--- config.mk ---
export PLATFORM = sky130hd
export DESIGN_NAME = video_timing_gen_flat
export DESIGN_NICKNAME = d
export VERILOG_FILES = /design/src/rtl/video_timing_gen_if.sv /design/src/rtl/video_timing_gen.sv /design/src/flat_wrapper.sv
export SDC_FILE = /design/constraint.sdc
export NUM_CORES = 1
export LEC_CHECK = 0
export ABC_CLOCK_PERIOD_IN_PS = 7110
export BUFFER_PORTS_ARGS = -buffer_cell sky130_fd_sc_hd__buf_2
export CORE_MARGIN = 4
export CORE_UTILIZATION = 58
export CTS_BUF_LIST = sky130_fd_sc_hd__clkbuf_4 sky130_fd_sc_hd__clkbuf_8 sky130_fd_sc_hd__clkbuf_16
export CTS_CLUSTER_DIAMETER = 50
export DETAILED_ROUTE_END_ITERATION = 10
export GPL_TIMING_DRIVEN = 0
export MAX_ROUTING_LAYER = met4
export PLACE_DENSITY = 0.81
export SYNTH_ARGS = -nofsm -noshare
export SYNTH_HDL_FRONTEND = slang
export SYNTH_SLANG_ARGS = --single-unit
--- constraint.sdc ---
create_clock -name clk -period 7.11 [get_ports clk]
set_input_delay 0.3555 -clock clk [delete_from_list [all_inputs] [get_ports clk]]
set_output_delay 0.3555 -clock clk [all_outputs]
set_load 0.01 [all_outputs]
--- src/rtl/video_timing_gen_if.sv ---
// Bundle of pacing, interrupt-control and raster outputs between the timing
// generator (master) and its consumers (slave).
interface video_timing_gen_if #(
    parameter int CW = 12
);
    logic          pix_en;
    logic [CW-1:0] irq_line;
    logic          irq_en;
    logic [CW-1:0] h_count;
    logic [CW-1:0] v_count;
    logic [CW-1:0] x_pix;
    logic [CW-1:0] y_pix;
    logic          hsync;
    logic          vsync;
    logic          csync;
    logic          blank;
    logic          hsync_d;
    logic          vsync_d;
    logic          blank_d;
    logic          frameDrawn;
    logic          line_irq;
    logic [15:0]   frame_count;

    modport master (
        input  pix_en, irq_line, irq_en,
        output h_count, v_count, x_pix, y_pix,
        output hsync, vsync, csync, blank,
        output hsync_d, vsync_d, blank_d,
        output frameDrawn, line_irq, frame_count
    );

    modport slave (
        output pix_en, irq_line, irq_en,
        input  h_count, v_count, x_pix, y_pix,
        input  hsync, vsync, csync, blank,
        input  hsync_d, vsync_d, blank_d,
        input  frameDrawn, line_irq, frame_count
    );
endinterface

--- src/rtl/video_timing_gen.sv ---
// Parametrised raster timing generator: h/v counters, sync/blank decodes,
// scaled coordinates, frame/scanline interrupts and a pipeline-aligned sync copy.
module video_timing_gen #(
    parameter int H_ACTIVE    = 640,
    parameter int H_FP        = 16,
    parameter int H_SYNC      = 96,
    parameter int H_BP        = 48,
    parameter int V_ACTIVE    = 480,
    parameter int V_FP        = 10,
    parameter int V_SYNC      = 2,
    parameter int V_BP        = 33,
    parameter int HS_POL      = 0,
    parameter int VS_POL      = 0,
    parameter int CW          = 12,
    parameter int SCALE_SHIFT = 1,
    parameter int PIPE        = 2
) (
    input logic                clk,
    input logic                reset,
    video_timing_gen_if.master vif
);
    localparam int H_TOTAL = H_ACTIVE + H_FP + H_SYNC + H_BP;
    localparam int V_TOTAL = V_ACTIVE + V_FP + V_SYNC + V_BP;

    localparam logic [CW-1:0] H_LAST   = CW'(H_TOTAL - 1);
    localparam logic [CW-1:0] V_LAST   = CW'(V_TOTAL - 1);
    localparam logic [CW-1:0] H_ACT    = CW'(H_ACTIVE);
    localparam logic [CW-1:0] V_ACT    = CW'(V_ACTIVE);
    localparam logic [CW-1:0] V_FD     = CW'(V_ACTIVE - 1);
    localparam logic [CW-1:0] HS_START = CW'(H_ACTIVE + H_FP);
    localparam logic [CW-1:0] HS_END   = CW'(H_ACTIVE + H_FP + H_SYNC);
    localparam logic [CW-1:0] VS_START = CW'(V_ACTIVE + V_FP);
    localparam logic [CW-1:0] VS_END   = CW'(V_ACTIVE + V_FP + V_SYNC);
    localparam logic          HS_ON    = 1'(HS_POL);
    localparam logic          VS_ON    = 1'(VS_POL);
    localparam int unsigned   NSTAGE   = PIPE;

    logic [CW-1:0] h_q, h_d, v_q, v_d;
    logic [CW-1:0] x_q, x_d, y_q, y_d;
    logic [CW-1:0] irq_line_q, irq_line_d;
    logic          irq_en_q, irq_en_d;
    logic          hs_q, hs_d, vs_q, vs_d, cs_q, cs_d;
    logic          blk_q, blk_d;
    logic          fd_q, fd_d, li_q, li_d;
    logic [15:0]   fcnt_q, fcnt_d;
    logic          hs_raw, vs_raw;

    // Decodes are evaluated on the next counter values so every output
    // changes on the same enabled edge as h/v.
    always_comb begin
        h_d        = h_q;
        v_d        = v_q;
        x_d        = x_q;
        y_d        = y_q;
        irq_line_d = irq_line_q;
        irq_en_d   = irq_en_q;
        hs_d       = hs_q;
        vs_d       = vs_q;
        cs_d       = cs_q;
        blk_d      = blk_q;
        fcnt_d     = fcnt_q;
        fd_d       = 1'b0;
        li_d       = 1'b0;
        hs_raw     = 1'b0;
        vs_raw     = 1'b0;
        if (vif.pix_en) begin
            if (h_q == H_LAST) begin
                h_d = '0;
                v_d = (v_q == V_LAST) ? '0 : v_q + 1'b1;
            end else begin
                h_d = h_q + 1'b1;
            end
            hs_raw = (h_d >= HS_START) && (h_d < HS_END);
            vs_raw = (v_d >= VS_START) && (v_d < VS_END);
            blk_d  = (h_d >= H_ACT) || (v_d >= V_ACT);
            hs_d   = hs_raw ? HS_ON : ~HS_ON;
            vs_d   = vs_raw ? VS_ON : ~VS_ON;
            cs_d   = (hs_raw ^ vs_raw) ? HS_ON : ~HS_ON;
            x_d    = blk_d ? '0 : (h_d >> SCALE_SHIFT);
            y_d    = blk_d ? '0 : (v_d >> SCALE_SHIFT);
            // The frame's irq settings are captured on entry to (0,0) and
            // already govern line 0 of that frame.
            if (h_d == '0 && v_d == '0) begin
                irq_line_d = vif.irq_line;
                irq_en_d   = vif.irq_en;
            end
            fd_d = (h_d == H_ACT) && (v_d == V_FD);
            if (fd_d) begin
                fcnt_d = fcnt_q + 16'd1;
            end
            li_d = irq_en_d && (h_d == '0) && (v_d == irq_line_d);
        end
    end

    always_ff @(posedge clk or posedge reset) begin
        if (reset) begin
            h_q        <= '0;
            v_q        <= '0;
            x_q        <= '0;
            y_q        <= '0;
            irq_line_q <= '0;
            irq_en_q   <= 1'b0;
            hs_q       <= ~HS_ON;
            vs_q       <= ~VS_ON;
            cs_q       <= ~HS_ON;
            blk_q      <= 1'b0;
            fd_q       <= 1'b0;
            li_q       <= 1'b0;
            fcnt_q     <= '0;
        end else begin
            h_q        <= h_d;
            v_q        <= v_d;
            x_q        <= x_d;
            y_q        <= y_d;
            irq_line_q <= irq_line_d;
            irq_en_q   <= irq_en_d;
            hs_q       <= hs_d;
            vs_q       <= vs_d;
            cs_q       <= cs_d;
            blk_q      <= blk_d;
            fd_q       <= fd_d;
            li_q       <= li_d;
            fcnt_q     <= fcnt_d;
        end
    end

    generate
        if (PIPE == 0) begin : g_nopipe
            assign vif.hsync_d = hs_q;
            assign vif.vsync_d = vs_q;
            assign vif.blank_d = blk_q;
        end else begin : g_pipe
            logic [2:0] pipe_q [NSTAGE];

            always_ff @(posedge clk or posedge reset) begin
                if (reset) begin
                    for (int unsigned i = 0; i < NSTAGE; i++) begin
                        pipe_q[i] <= {~HS_ON, ~VS_ON, 1'b1};
                    end
                end else if (vif.pix_en) begin
                    pipe_q[0] <= {hs_q, vs_q, blk_q};
                    for (int unsigned i = 1; i < NSTAGE; i++) begin
                        pipe_q[i] <= pipe_q[i-1];
                    end
                end
            end

            assign vif.hsync_d = pipe_q[NSTAGE-1][2];
            assign vif.vsync_d = pipe_q[NSTAGE-1][1];
            assign vif.blank_d = pipe_q[NSTAGE-1][0];
        end
    endgenerate

    assign vif.h_count     = h_q;
    assign vif.v_count     = v_q;
    assign vif.x_pix       = x_q;
    assign vif.y_pix       = y_q;
    assign vif.hsync       = hs_q;
    assign vif.vsync       = vs_q;
    assign vif.csync       = cs_q;
    assign vif.blank       = blk_q;
    assign vif.frameDrawn  = fd_q;
    assign vif.line_irq    = li_q;
    assign vif.frame_count = fcnt_q;
endmodule

--- src/flat_wrapper.sv ---
// flat-port wrapper written by rule: the top's interface ports become plain ports
module video_timing_gen_flat 
#(
    parameter int H_ACTIVE    = 640,
    parameter int H_FP        = 16,
    parameter int H_SYNC      = 96,
    parameter int H_BP        = 48,
    parameter int V_ACTIVE    = 480,
    parameter int V_FP        = 10,
    parameter int V_SYNC      = 2,
    parameter int V_BP        = 33,
    parameter int HS_POL      = 0,
    parameter int VS_POL      = 0,
    parameter int CW          = 12,
    parameter int SCALE_SHIFT = 1,
    parameter int PIPE        = 2
)
  (clk, reset, vif_pix_en, vif_irq_line, vif_irq_en, vif_h_count, vif_v_count, vif_x_pix, vif_y_pix, vif_hsync, vif_vsync, vif_csync, vif_blank, vif_hsync_d, vif_vsync_d, vif_blank_d, vif_frameDrawn, vif_line_irq, vif_frame_count);
  video_timing_gen_if #(.CW(CW)) vif_i ();
  input logic clk;
  input logic reset;
  input wire logic [$bits(vif_i.pix_en)-1:0] vif_pix_en;
  input wire logic [$bits(vif_i.irq_line)-1:0] vif_irq_line;
  input wire logic [$bits(vif_i.irq_en)-1:0] vif_irq_en;
  output wire logic [$bits(vif_i.h_count)-1:0] vif_h_count;
  output wire logic [$bits(vif_i.v_count)-1:0] vif_v_count;
  output wire logic [$bits(vif_i.x_pix)-1:0] vif_x_pix;
  output wire logic [$bits(vif_i.y_pix)-1:0] vif_y_pix;
  output wire logic [$bits(vif_i.hsync)-1:0] vif_hsync;
  output wire logic [$bits(vif_i.vsync)-1:0] vif_vsync;
  output wire logic [$bits(vif_i.csync)-1:0] vif_csync;
  output wire logic [$bits(vif_i.blank)-1:0] vif_blank;
  output wire logic [$bits(vif_i.hsync_d)-1:0] vif_hsync_d;
  output wire logic [$bits(vif_i.vsync_d)-1:0] vif_vsync_d;
  output wire logic [$bits(vif_i.blank_d)-1:0] vif_blank_d;
  output wire logic [$bits(vif_i.frameDrawn)-1:0] vif_frameDrawn;
  output wire logic [$bits(vif_i.line_irq)-1:0] vif_line_irq;
  output wire logic [$bits(vif_i.frame_count)-1:0] vif_frame_count;
  assign vif_i.pix_en = vif_pix_en;
  assign vif_i.irq_line = vif_irq_line;
  assign vif_i.irq_en = vif_irq_en;
  assign vif_h_count = vif_i.h_count;
  assign vif_v_count = vif_i.v_count;
  assign vif_x_pix = vif_i.x_pix;
  assign vif_y_pix = vif_i.y_pix;
  assign vif_hsync = vif_i.hsync;
  assign vif_vsync = vif_i.vsync;
  assign vif_csync = vif_i.csync;
  assign vif_blank = vif_i.blank;
  assign vif_hsync_d = vif_i.hsync_d;
  assign vif_vsync_d = vif_i.vsync_d;
  assign vif_blank_d = vif_i.blank_d;
  assign vif_frameDrawn = vif_i.frameDrawn;
  assign vif_line_irq = vif_i.line_irq;
  assign vif_frame_count = vif_i.frame_count;
  video_timing_gen #(.H_ACTIVE(H_ACTIVE), .H_FP(H_FP), .H_SYNC(H_SYNC), .H_BP(H_BP), .V_ACTIVE(V_ACTIVE), .V_FP(V_FP), .V_SYNC(V_SYNC), .V_BP(V_BP), .HS_POL(HS_POL), .VS_POL(VS_POL), .CW(CW), .SCALE_SHIFT(SCALE_SHIFT), .PIPE(PIPE)) u_core (.clk(clk), .reset(reset), .vif(vif_i));
endmodule
==> flow_metrics.env, run 1 <==
export IMPL_status="finished, final reports clean"
export IMPL_layout_min_cycle_time_ns=4.421
export IMPL_gp_congestion=0.9226
export IMPL_cts_buffer_depth=2
export IMPL_tritoncts="built"
export IMPL_htreeDepth=3
export IMPL_synthFlopType="dfrtp_1"
export IMPL_die_w_um=97.74
export IMPL_grt_max_degree=46
export IMPL_avgViaCountPerCell=5.901
export IMPL_cts_resized=0
export IMPL_crit_path_max_incr_delay_ns=0.84
export IMPL_crit_required_ns=7.36
export IMPL_synth_seq_area_share_pct=46.85
export IMPL_post_cts_buffers=0
export IMPL_fin_setup_tns_ns=0
export IMPL_core_sq_um=7767
export IMPL_synth_cells=464
export IMPL_clk_pin_slew_ns=0.09
export IMPL_drive_above_1_share_pct=26.28
export IMPL_cp_slowest_cell="nor4_2"
export IMPL_start_util_pct=60.13
export IMPL_antennaDiodeCount=0
export IMPL_synth_edf_count=0
export IMPL_track_usage_pct=26.91
export IMPL_fmax_ghz=0.2262
export IMPL_numCtsBuffers=9
export IMPL_path_cells="ha_1 > clkbuf_1 > nand4_2 > nor4_2 > o21ai_0 > mux2i_1 > nand4_1 > nand3b_1 > buf_6 > or2_1 > buf_6 > buf_6 > mux2_4"
export IMPL_finalCritPeriodShare_pct=62.18
export IMPL_yosysWarnings=0
export IMPL_criticalPathCategory="reg2reg"
export IMPL_grt_overflow_total=0
export IMPL_max_slew_worst_pin_slew_ns=0.9111
export IMPL_synth_avg_cell_area_sq_um=10.07
export IMPL_max_slew_margin_pct=38.75
export IMPL_wl_um=12040
export IMPL_synthToLayoutAreaGrowth_pct=16.39
export IMPL_cp_num_buf_inv=4
export IMPL_power_density_nw_per_um2=226.7
export IMPL_finClkSkew_ns=0.01518
export IMPL_drc=0
export IMPL_rsz0062_at_grt="false"
export IMPL_clock_latency_ns=0.36
export IMPL_grt_antenna_before_repair=0
export IMPL_p_leak_uw=0.002533
export IMPL_cap_violations=0
export IMPL_grt_pass1_vias=3996
export IMPL_async_reset_ff_share_pct=100.0
export IMPL_clock_sinks=87
export IMPL_drt_initial_drc_count=297
export IMPL_placed_area_sq_um=5250
export IMPL_r2r_cells=13
export IMPL_pre_cts_slack_ns=2.823
export IMPL_fillerInstances=642
export IMPL_critPathCaptureType="flop"
export IMPL_vdd_drop_max_mv=0.1924
export IMPL_ys_ff_latch=87
export IMPL_crit_top_cell="buf_6"
export IMPL_port_buffers=85
export IMPL_cp_top_family="simple AND/OR/NAND/NOR gates"
export IMPL_min_path_type="in2async"
export IMPL_finalPower_uw=1232
export IMPL_rows=32
export IMPL_fin_area_sq_um=5436
export IMPL_finalWorstSetupSlack_ns=2.689
export IMPL_slew_viol_final=0
export IMPL_die_area_sq_um=9553
export IMPL_crit_cells=13
export IMPL_die_height_um=97.74
export IMPL_final_nets=583
export IMPL_dr_pass1_iters=5
export IMPL_crit_path_start_kind="flop"
export IMPL_dp_hpwl_um=8758
export IMPL_num_vias=3948
export IMPL_root_buffer="clkbuf_8"
export IMPL_detail_route_antenna_nets=0
export IMPL_wire_per_inst_um=17.99
export IMPL_grt_first_pass_wirelength_um=20290
export IMPL_synth_area_sq_um=4671
export IMPL_worstPathMaxFanout=10
export IMPL_setup_violations=0
export IMPL_finalHoldViolCount=0
export IMPL_postCtsHoldBufs=0
export IMPL_netlist_cell_type_count=61
export IMPL_arrival_ns=4.67
export IMPL_pin_count=89
[kinds of logic after synthesis]
logic type / synth area share, %
AND/OR/NAND/NOR: 20.36
flip-flops: 46.85
AO/OA/AOI/OAI: 11.49
buffers and inverters: 4.822
XOR/XNOR: 7.313
multiplexers: 7.742
adder cells (fa/ha/maj): 1.339
other: 0.08029
[sequential cells by signal, indices dropped and copies added (netlist names)]
name and cells:
u_core.vif.x_pix 11, u_core.vif.hsync_d 1, u_core.irq_line_q 12, u_core.vif.y_pix 11, u_core.vif.vsync_d 1, u_core.vif.blank 1, u_core.vif.vsync 1, u_core.vif.blank_d 1
u_core.g_pipe.pipe_q 3, u_core.vif.hsync 1, u_core.vif.line_irq 1, u_core.vif.frameDrawn 1, u_core.vif.frame_count 16, u_core.vif.csync 1, u_core.irq_en_q 1, u_core.vif.h_count 12
u_core.vif.v_count 12
[final timing paths]
path / from / endpoint / slack [ns]
max: u_core.vif.h_count[1] / u_core.irq_line_q[1] / 2.69
min reg2reg: u_core.vif.frame_count[15] / u_core.vif.frame_count[15] / 0.47
max reg2reg: u_core.vif.h_count[1] / u_core.irq_line_q[1] / 2.69
max in group asynchronous: reset / u_core.g_pipe.pipe_q[4] / 6.38
min: reset / u_core.vif.frame_count[10] / 0.05
min in group clk: vif_irq_line[2] / u_core.irq_line_q[2] / 0.24
[synthesized netlist by cell type, types with 10 or more instances]
cell type	count	share of area, %
mux2i_1	11	2.4
o2bb2ai_1	12	2.3
nand2_1	44	3.5
clkbuf_1	20	1.6
nand4_1	10	1.3
o21ai_0	19	2.0
xor2_1	13	2.4
inv_1	19	1.5
nand3_1	14	1.5
xnor2_1	26	4.9
dfrtp_1	78	42
mux2_2	16	3.9
nor4_1	11	1.5
a21oi_1	13	1.4
nor2_1	32	2.6
[cells in the final DEF, fill, tap and decap left out, types with 5 or more instances in the layout]
| cell | count |
|---|---|
| clkbuf_1 | 20 |
| o2bb2ai_1 | 12 |
| dfrtp_1 | 78 |
| xnor2_1 | 26 |
| a21oi_1 | 13 |
| o31ai_1 | 8 |
| buf_2 | 88 |
| nand2_1 | 44 |
| mux2_2 | 16 |
| nand4_1 | 10 |
| nor3_1 | 9 |
| nor2b_1 | 7 |
| nor2_1 | 32 |
| and4_1 | 5 |
| o21ai_0 | 19 |
| dfstp_2 | 9 |
| nand3_1 | 14 |
| nor4_1 | 11 |
| clkbuf_8 | 10 |
| xor2_1 | 13 |
| and3_1 | 6 |
| inv_1 | 18 |
| ha_1 | 5 |
| or4_1 | 5 |
| mux2i_1 | 11 |
[per-stage QoR]
stage	std cells	hold slack, ns	util, %
5_1_grt	669	0.07794	69.99
3_5_place_dp	653	0.4465	67.59
2_1_floorplan	465	0.4694	-
4_1_cts	669	0.05282	69.99
6_report	669	0.04503	69.99
3_3_place_gp	652	0.4520	67.30
[per-layer routing]
metal	global-route usage (%)	part of all wire, %
met1	36.48	44
met2	40.80	47
met3	4.214	6.2
met4	10.76	2.3
met5	-	0
[power breakdown]
group	switching (uW)	total [uW]	internal, uW
Sequential	46.8	586	539
Combinational	196	320	124
Clock	184	327	143
Total	427	1230	806
[area by class of cell]
type	count	area [sq um]	share of cell area, %
buffer	30	153.9	2.831
inverter	19	73.82	1.358
multi-input combinational	329	2261	41.59
tap	102	127.6	2.348
sequential	87	2188	40.25
clock inverter	5	41.29	0.7595
clock buffer	11	145.1	2.670
timing repair buffer	86	445.4	8.193
No activity file was read; power rests on OpenSTA's default activity.
==> run 2: changes to the inputs <==
- ABC_AREA: unset -> 1
- ABC_CLOCK_PERIOD_IN_PS: 7110 -> 3900
- CORE_UTILIZATION: 58 -> 51
- PLACE_DENSITY: 0.81 -> 0.74
- clock period: 7.11 -> 3.9 ns (I/O delays scaled with it)
==> run 2 against run 1 <==
Hold slack improved by 0.088 ns; register-to-register slack got worse by 1.9 ns; maximum frequency increased by 43%; combinational power increased to 2.7 times the previous value; synthesized area increased by 11%; first-iteration DRC count decreased by 1.7%; global-route usage decreased by 1.6 points; sequential share of layout area decreased by 3.9 points; routed wire length increased by 16%; clock skew decreased by 0.0054 ns; total power increased by 120%; critical endpoint is now u_core.vif.y_pix[3].
==> flow_metrics.env, run 2 <==
export IMPL_status="finished, final reports clean"
export IMPL_synthMuxAreaShare_pct=0
export IMPL_rsz0062_at_grt="false"
export IMPL_finalCritPeriodShare_pct=79.16
export IMPL_synth_most_common_cell="nand2_1"
export IMPL_die_height_um=108.6
export IMPL_slew_viol_final=0
export IMPL_place_inst=948
export IMPL_synthToLayoutAreaGrowth_pct=16.67
export IMPL_final_common_cell="nand2_1"
export IMPL_synth_simple_gate_area_share_pct=37.21
export IMPL_yosysWarnings=0
export IMPL_dp_hpwl_um=10580
export IMPL_hold_path_end="u_core.irq_en_q"
export IMPL_p_sw_uw=1025
export IMPL_num_vias=5129
export IMPL_core_sq_um=9819
export IMPL_wire_per_inst_um=14.45
export IMPL_topRoutingLayerUsed="met4"
export IMPL_synth_avg_cell_area_sq_um=7.104
export IMPL_root_buffer="clkbuf_8"
export IMPL_track_usage_pct=25.35
export IMPL_synth_top_family_by_area="simple AND/OR/NAND/NOR gates"
export IMPL_crit_required_ns=4.13
export IMPL_grt_first_pass_wirelength_um=22970
export IMPL_synthAdderAreaFrac_pct=1.211
export IMPL_wl_met3_um=959
export IMPL_wl_met1_um=6177
export IMPL_r2r_setup_slack_ns=0.81
export IMPL_multi_input_area_sq_um=2507
export IMPL_detail_route_antenna_nets=0
export IMPL_reg2reg_from="u_core.vif.h_count[0]"
export IMPL_wl_um=13940
export IMPL_htreeDepth=3
export IMPL_fin_setup_tns_ns=0
export IMPL_vdd_drop_max_mv=0.2010
export IMPL_tritoncts="built"
export IMPL_final_cell_mix="240 x nand2_1, 93 x inv_1, 89 x buf_2"
export IMPL_r2r_end="u_core.vif.y_pix[3]"
export IMPL_synth_cells=727
export IMPL_clk_pin_slew_ns=0.08
export IMPL_final_seq_area_sq_um=2188
export IMPL_dr_pass1_iters=5
export IMPL_rows=36
export IMPL_crit_path_start_kind="flop"
export IMPL_min_path_cells=3
export IMPL_cap_violations=0
export IMPL_synthTopCellsByArea="dfrtp_1 38%, nand2_1 17%, inv_1 6.8%, nand3_1 6.1%, o21ai_0 6.1%"
export IMPL_worstPathMaxFanout=10
export IMPL_grt_pass1_vias=4776
export IMPL_netlist_cell_type_count=37
export IMPL_r2r_cells=14
export IMPL_die_area_sq_um=11800
export IMPL_start_util_pct=52.60
export IMPL_max_slew_worst_pin_slew_ns=0.5845
export IMPL_p_leak_uw=0.003110
export IMPL_wl_met2_um=6555
export IMPL_arrival_ns=3.32
export IMPL_grt_max_degree=54
export IMPL_synth_xor_area_share_pct=2.374
export IMPL_power_frac_clock_pct=26.0
export IMPL_p_int_uw=1692
export IMPL_grt_antenna_before_repair=0
export IMPL_max_slew_margin_pct=61.03
export IMPL_numCtsBuffers=9
export IMPL_async_reset_ff_share_pct=100.0
export IMPL_synth_seq_area_share_pct=42.37
export IMPL_clock_latency_ns=0.36
export IMPL_fillerInstances=940
export IMPL_drt_initial_drc_count=292
export IMPL_largest_register_ffs=16
export IMPL_setup_violations=0
export IMPL_die_w_um=108.6
export IMPL_finalNonFillerCells=965
export IMPL_drc=0
export IMPL_p_sw_share_pct=37.71
export IMPL_avgViaCountPerCell=5.315
export IMPL_finalHoldViolCount=0
export IMPL_finClkSkew_ns=0.009748
export IMPL_power_share_sequential_pct=42.5
export IMPL_clock_sinks=87
export IMPL_synthFlopType="dfrtp_1"
export IMPL_grt_overflow_total=0
export IMPL_drive_above_1_share_pct=18.51
export IMPL_cts_buffer_depth=2
export IMPL_criticalPathCategory="reg2reg"
export IMPL_synth_top_cell_area_share_pct=37.79
export IMPL_min_path_type="in2reg"
export IMPL_pin_count=89
export IMPL_ys_ff_latch=87
export IMPL_layout_min_cycle_time_ns=3.087
export IMPL_comb_power_share_pct=31.5
export IMPL_synth_compound_area_share_pct=7.607
export IMPL_power_density_nw_per_um2=450.9
export IMPL_yosysTopAreaCell="dfrtp_1"
export IMPL_fmax_ghz=0.3239
export IMPL_critPathCaptureType="flop"
export IMPL_synth_area_sq_um=5165
export IMPL_antennaDiodeCount=0
export IMPL_min_delay_start="vif_irq_en"
export IMPL_port_buffers=86
export IMPL_synth_edf_count=0
export IMPL_final_nets=848
export IMPL_synth_commonest_cells="240 x nand2_1, 94 x inv_1, 78 x dfrtp_1"
export IMPL_gp_congestion=0.9313
-- run 2: cell count changes after synthesis, sizes merged, moves of 11 or more --
cell | before | now
a21oi | 13 | 2
mux2 | 21 | 0
nand3 | 15 | 66
xnor2 | 26 | 3
o2bb2ai | 12 | 0
nand2 | 44 | 245
mux2i | 11 | 0
o21ai | 22 | 67
nand4 | 11 | 25
inv | 19 | 95
clkbuf | 20 | 9
nor2 | 32 | 73
-- run 2: repair_timing --
item / in CTS / in global routing
endpoints found under the setup margin: 0 / 0
hold buffers: 1 / 0
hold endpoints to repair: 34 / 0
buffers inserted: 0 / 0
resized for setup: 0 / 0
-- run 2: cell type report --
type,count,share of cell area [%]
Clock buffer,11,2.305
Clock inverter,5,1.350
Sequential cell,87,36.32
Tap cell,133,2.762
Timing Repair Buffer,88,7.766
Buffer,21,1.869
Multi-Input combinational cell,524,41.61
Inverter,96,6.022
-- run 2: routing by layer --
metal	global-route usage, %	vias to the layer above
met5	-	-
met4	8.386	0
met3	3.967	24
met2	40.64	205
met1	33.12	2382
li1	-	2518
-- run 2: power by group through the flow --
stage                     Combinational, uW  Clock [uW]  Sequential, uW
after floorplan                         542           0            1190
after global placement                  822           0            1160
after detailed placement                846           0            1170
after CTS                               852         717            1150
after global routing                    965         758            1170
final                                   856         706            1150
-- run 2: cell families after synthesis --
family,Yosys count
other,1
buffers and inverters,117
adder cells (fa/ha/maj),5
flip-flops,87
AND/OR/NAND/NOR,429
AO/OA/AOI/OAI,74
XOR/XNOR,14
-- run 2: through the flow --
step           hold slack [ns]  setup WS [ns]  area, sq um  power [uW]  util (%)
6_report                0.1335         0.8128         6026        2717     61.37
5_1_grt                 0.1376         0.4525         6026        2895     61.37
4_1_cts                 0.1119         0.8382         6026        2721     61.37
3_5_place_dp            0.2452         0.8653         5796        2014     59.02
3_3_place_gp            0.4451         0.4638         5766        1982     58.72
2_1_floorplan           0.3807          1.425         5169        1733         -
-- run 2: worst max path at each step --
stage	startpoint	end	cells after the start
2_1_floorplan	u_core.vif.h_count[0]	u_core.vif.line_irq	18
3_3_place_gp	reset	u_core.vif.y_pix[4]	2
3_5_place_dp	u_core.vif.h_count[0]	u_core.vif.y_pix[3]	14
4_1_cts	u_core.vif.h_count[0]	u_core.vif.y_pix[3]	14
5_1_grt	u_core.vif.h_count[0]	u_core.vif.y_pix[7]	15
6_report	u_core.vif.h_count[0]	u_core.vif.y_pix[3]	14
-- run 2: worst max-delay path, cell delays in order, from the launching register on --
cell,delay (ns)
dfrtp_1,0.51
ha_1,0.29
nand2_2,0.09
nor2_4,0.20
nand3_4,0.14
buf_6,0.18
nand3_1,0.11
inv_1,0.10
nor3_2,0.24
inv_1,0.10
nor2_1,0.24
a2111oi_2,0.06
nand2_1,0.29
buf_2,0.28
o21ai_0,0.10
==> run 3: changes to the inputs <==
- ABC_AREA: 1 -> 0
- ABC_CLOCK_PERIOD_IN_PS: 3900 -> 3000
- CORE_UTILIZATION: 51 -> 56
- PLACE_DENSITY: 0.74 -> 0.79
- clock period: 3.9 -> 3 ns (I/O delays scaled with it)
==> run 3 against run 2 <==
Critical endpoint is now u_core.vif.frame_count[4]; sequential power is 22% higher; first-iteration DRC count increased by 50%; routed wire length grew 3.4%; clock-buffer cell count rose by 1; final cell count decreased by 26%; via count fell by 15%; largest power group unchanged; largest cell class unchanged; the flow now finishes with violations (negative setup slack); clock skew increased by 0.0027 ns; design area up 6.2%; clock power rose by 28%.
==> flow_metrics.env, run 3 (synthesis results as in run 1) <==
export IMPL_p_leak_uw=0.002933
export IMPL_power_share_sequential_pct=43.0
export IMPL_drc=0
export IMPL_min_path_type="in2reg"
export IMPL_clk_pin_slew_ns=0.09
export IMPL_synthToLayoutAreaGrowth_pct=37.02
export IMPL_finalWorstSetupSlack_ns=-0.6119
export IMPL_crit_path_start_kind="flop"
export IMPL_wl_met2_um=6984
export IMPL_finClkSkew_ns=0.01241
export IMPL_topRoutingLayerUsed="met4"
export IMPL_p_int_uw=2122
export IMPL_htreeDepth=3
export IMPL_clock_latency_ns=0.37
export IMPL_drt_initial_drc_count=438
export IMPL_place_inst=656
export IMPL_power_frac_clock_pct=27.7
export IMPL_detail_route_antenna_nets=0
export IMPL_clock_sinks=87
export IMPL_wire_per_inst_um=20.31
export IMPL_p_sw_uw=1144
export IMPL_final_cell_mix="87 x buf_2, 71 x dfrtp_1, 36 x nand2_1"
export IMPL_layout_min_cycle_time_ns=3.612
export IMPL_worstPathMaxFanout=5
export IMPL_fmax_ghz=0.2769
export IMPL_gp_congestion=0.9009
export IMPL_violations="negative setup slack"
export IMPL_cap_violations=0
export IMPL_finalCritPeriodShare_pct=120.4
export IMPL_dr_pass1_iters=5
export IMPL_grt_first_pass_wirelength_um=20820
export IMPL_dp_hpwl_um=8755
export IMPL_grt_pass1_vias=4081
export IMPL_max_slew_margin_pct=42.36
export IMPL_wl_met3_um=1031
export IMPL_port_buffers=85
export IMPL_wl_um=14420
export IMPL_tritoncts="built"
export IMPL_final_common_cell="buf_2"
export IMPL_antennaDiodeCount=0
export IMPL_finalHoldViolCount=0
export IMPL_pin_count=89
export IMPL_largest_register_ffs=16
export IMPL_drive_above_1_share_pct=42.64
export IMPL_criticalPathCategory="reg2reg"
export IMPL_fillerInstances=536
export IMPL_num_vias=4350
export IMPL_cts_buffer_depth=2
export IMPL_power_density_nw_per_um2=510.4
export IMPL_fin_util_pct=78.28
export IMPL_comb_power_share_pct=29.2
export IMPL_numCtsBuffers=9
export IMPL_die_height_um=99.33
export IMPL_grt_overflow_total=0
export IMPL_arrival_ns=3.89
export IMPL_slew_viol_final=0
export IMPL_finalNonFillerCells=710
export IMPL_root_buffer="clkbuf_8"
export IMPL_p_sw_share_pct=35.02
export IMPL_final_nets=621
export IMPL_crit_required_ns=3.28
export IMPL_max_slew_worst_pin_slew_ns=0.8646
export IMPL_start_util_pct=57.13
export IMPL_avgViaCountPerCell=6.127
export IMPL_wl_met1_um=5829
export IMPL_core_sq_um=8175
export IMPL_vdd_drop_max_mv=0.3337
export IMPL_critPathCaptureType="flop"
export IMPL_rsz0062_at_grt="true"
export IMPL_grt_antenna_before_repair=0
export IMPL_grt_max_degree=50
export IMPL_rows=33
export IMPL_die_area_sq_um=9865
export IMPL_status="complete, but fails checks"
export IMPL_track_usage_pct=27.36
export IMPL_setup_violations=51
export IMPL_die_w_um=99.33
## run 3: cell types whose count changed in the layout (fill, tap and decap cells not counted), moves of 15 or more
cell	previous run	this run
nand4_1	25	10
nand3_1	63	13
o21ai_0	63	14
xnor2_1	3	24
mux2_2	0	16
nand2_1	240	36
nor2_1	55	25
inv_1	93	18
buf_4	4	28
## run 3: worst max-delay path, stage by stage (launching register included)
cell     delay, ns
dfrtp_1       0.39
or4_4         0.54
or4_4         0.48
buf_12        0.16
nor4_1        0.35
o21ai_0       0.30
nor4_2        0.34
nand4_1       0.30
nor3_4        0.26
buf_6         0.15
buf_6         0.08
xor2_1        0.16
## run 3: area by class of cell
class | instances | area (sq um) | share of cell area, %
buffer | 25 | 168.9 | 2.639
sequential | 87 | 2197 | 34.33
clock buffer | 12 | 165.2 | 2.581
multi-input combinational | 329 | 2729 | 42.64
inverter | 19 | 73.82 | 1.153
tap | 105 | 131.4 | 2.053
timing repair buffer | 129 | 883.3 | 13.80
clock inverter | 4 | 51.30 | 0.8016
## run 3: power by group through the flow
| stage | sequential [uW] | clock (uW) | combinational [uW] |
|---|---|---|---|
| after floorplan | 1440 | 0 | 505 |
| after global placement | 1410 | 0 | 754 |
| after detailed placement | 1420 | 0 | 778 |
| after CTS | 1390 | 902 | 876 |
| after global routing | 1420 | 962 | 1030 |
| final | 1400 | 906 | 955 |
## run 3: what timing repair did
action,4_1_cts,5_1_grt
pin swaps,15,16
gates cloned,0,2
buffers inserted,28,13
gates resized for setup,49,57
hold buffers,1,0
endpoints found under the hold margin,38,0
setup endpoints to repair,51,51
## run 3: path summary, 6_finish.rpt
| kind | start | end | slack (ns) | cells after the start |
|---|---|---|---|---|
| setup / recovery | u_core.vif.h_count[5] | u_core.vif.frame_count[4] | -0.61 | 11 |
| max in group asynchronous | reset | u_core.g_pipe.pipe_q[3] | 1.96 | 4 |
| min in group asynchronous | reset | u_core.vif.y_pix[8] | 0.36 | 3 |
| hold / removal | vif_irq_line[2] | u_core.irq_line_q[2] | 0.01 | 2 |
| hold reg to reg | u_core.vif.frame_count[15] | u_core.vif.frame_count[15] | 0.46 | 1 |
| setup reg to reg | u_core.vif.h_count[5] | u_core.vif.frame_count[4] | -0.61 | 11 |
## run 3: routing by layer
| metal | GRT usage (%) | vias up |
|---|---|---|
| met5 | - | - |
| met4 | 7.773 | 0 |
| met3 | 4.418 | 55 |
| met2 | 44.58 | 239 |
| met1 | 35.62 | 2123 |
| li1 | - | 1933 |
## run 3: through the flow
stage	area (sq um)	total power [uW]	hold slack, ns	setup WS [ns]	TNS [ns]
after floorplan	4740	1942	0.2985	-0.4407	-6.306
after global placement	5296	2169	0.3977	-0.9974	-48.77
final	6400	3266	0.01399	-0.6119	-21.03
after global routing	6400	3406	0.01657	-0.7576	-25.13
after detailed placement	5326	2199	0.2241	-1.037	-25.26
after CTS	5953	3166	0.01429	-0.5217	-13.91
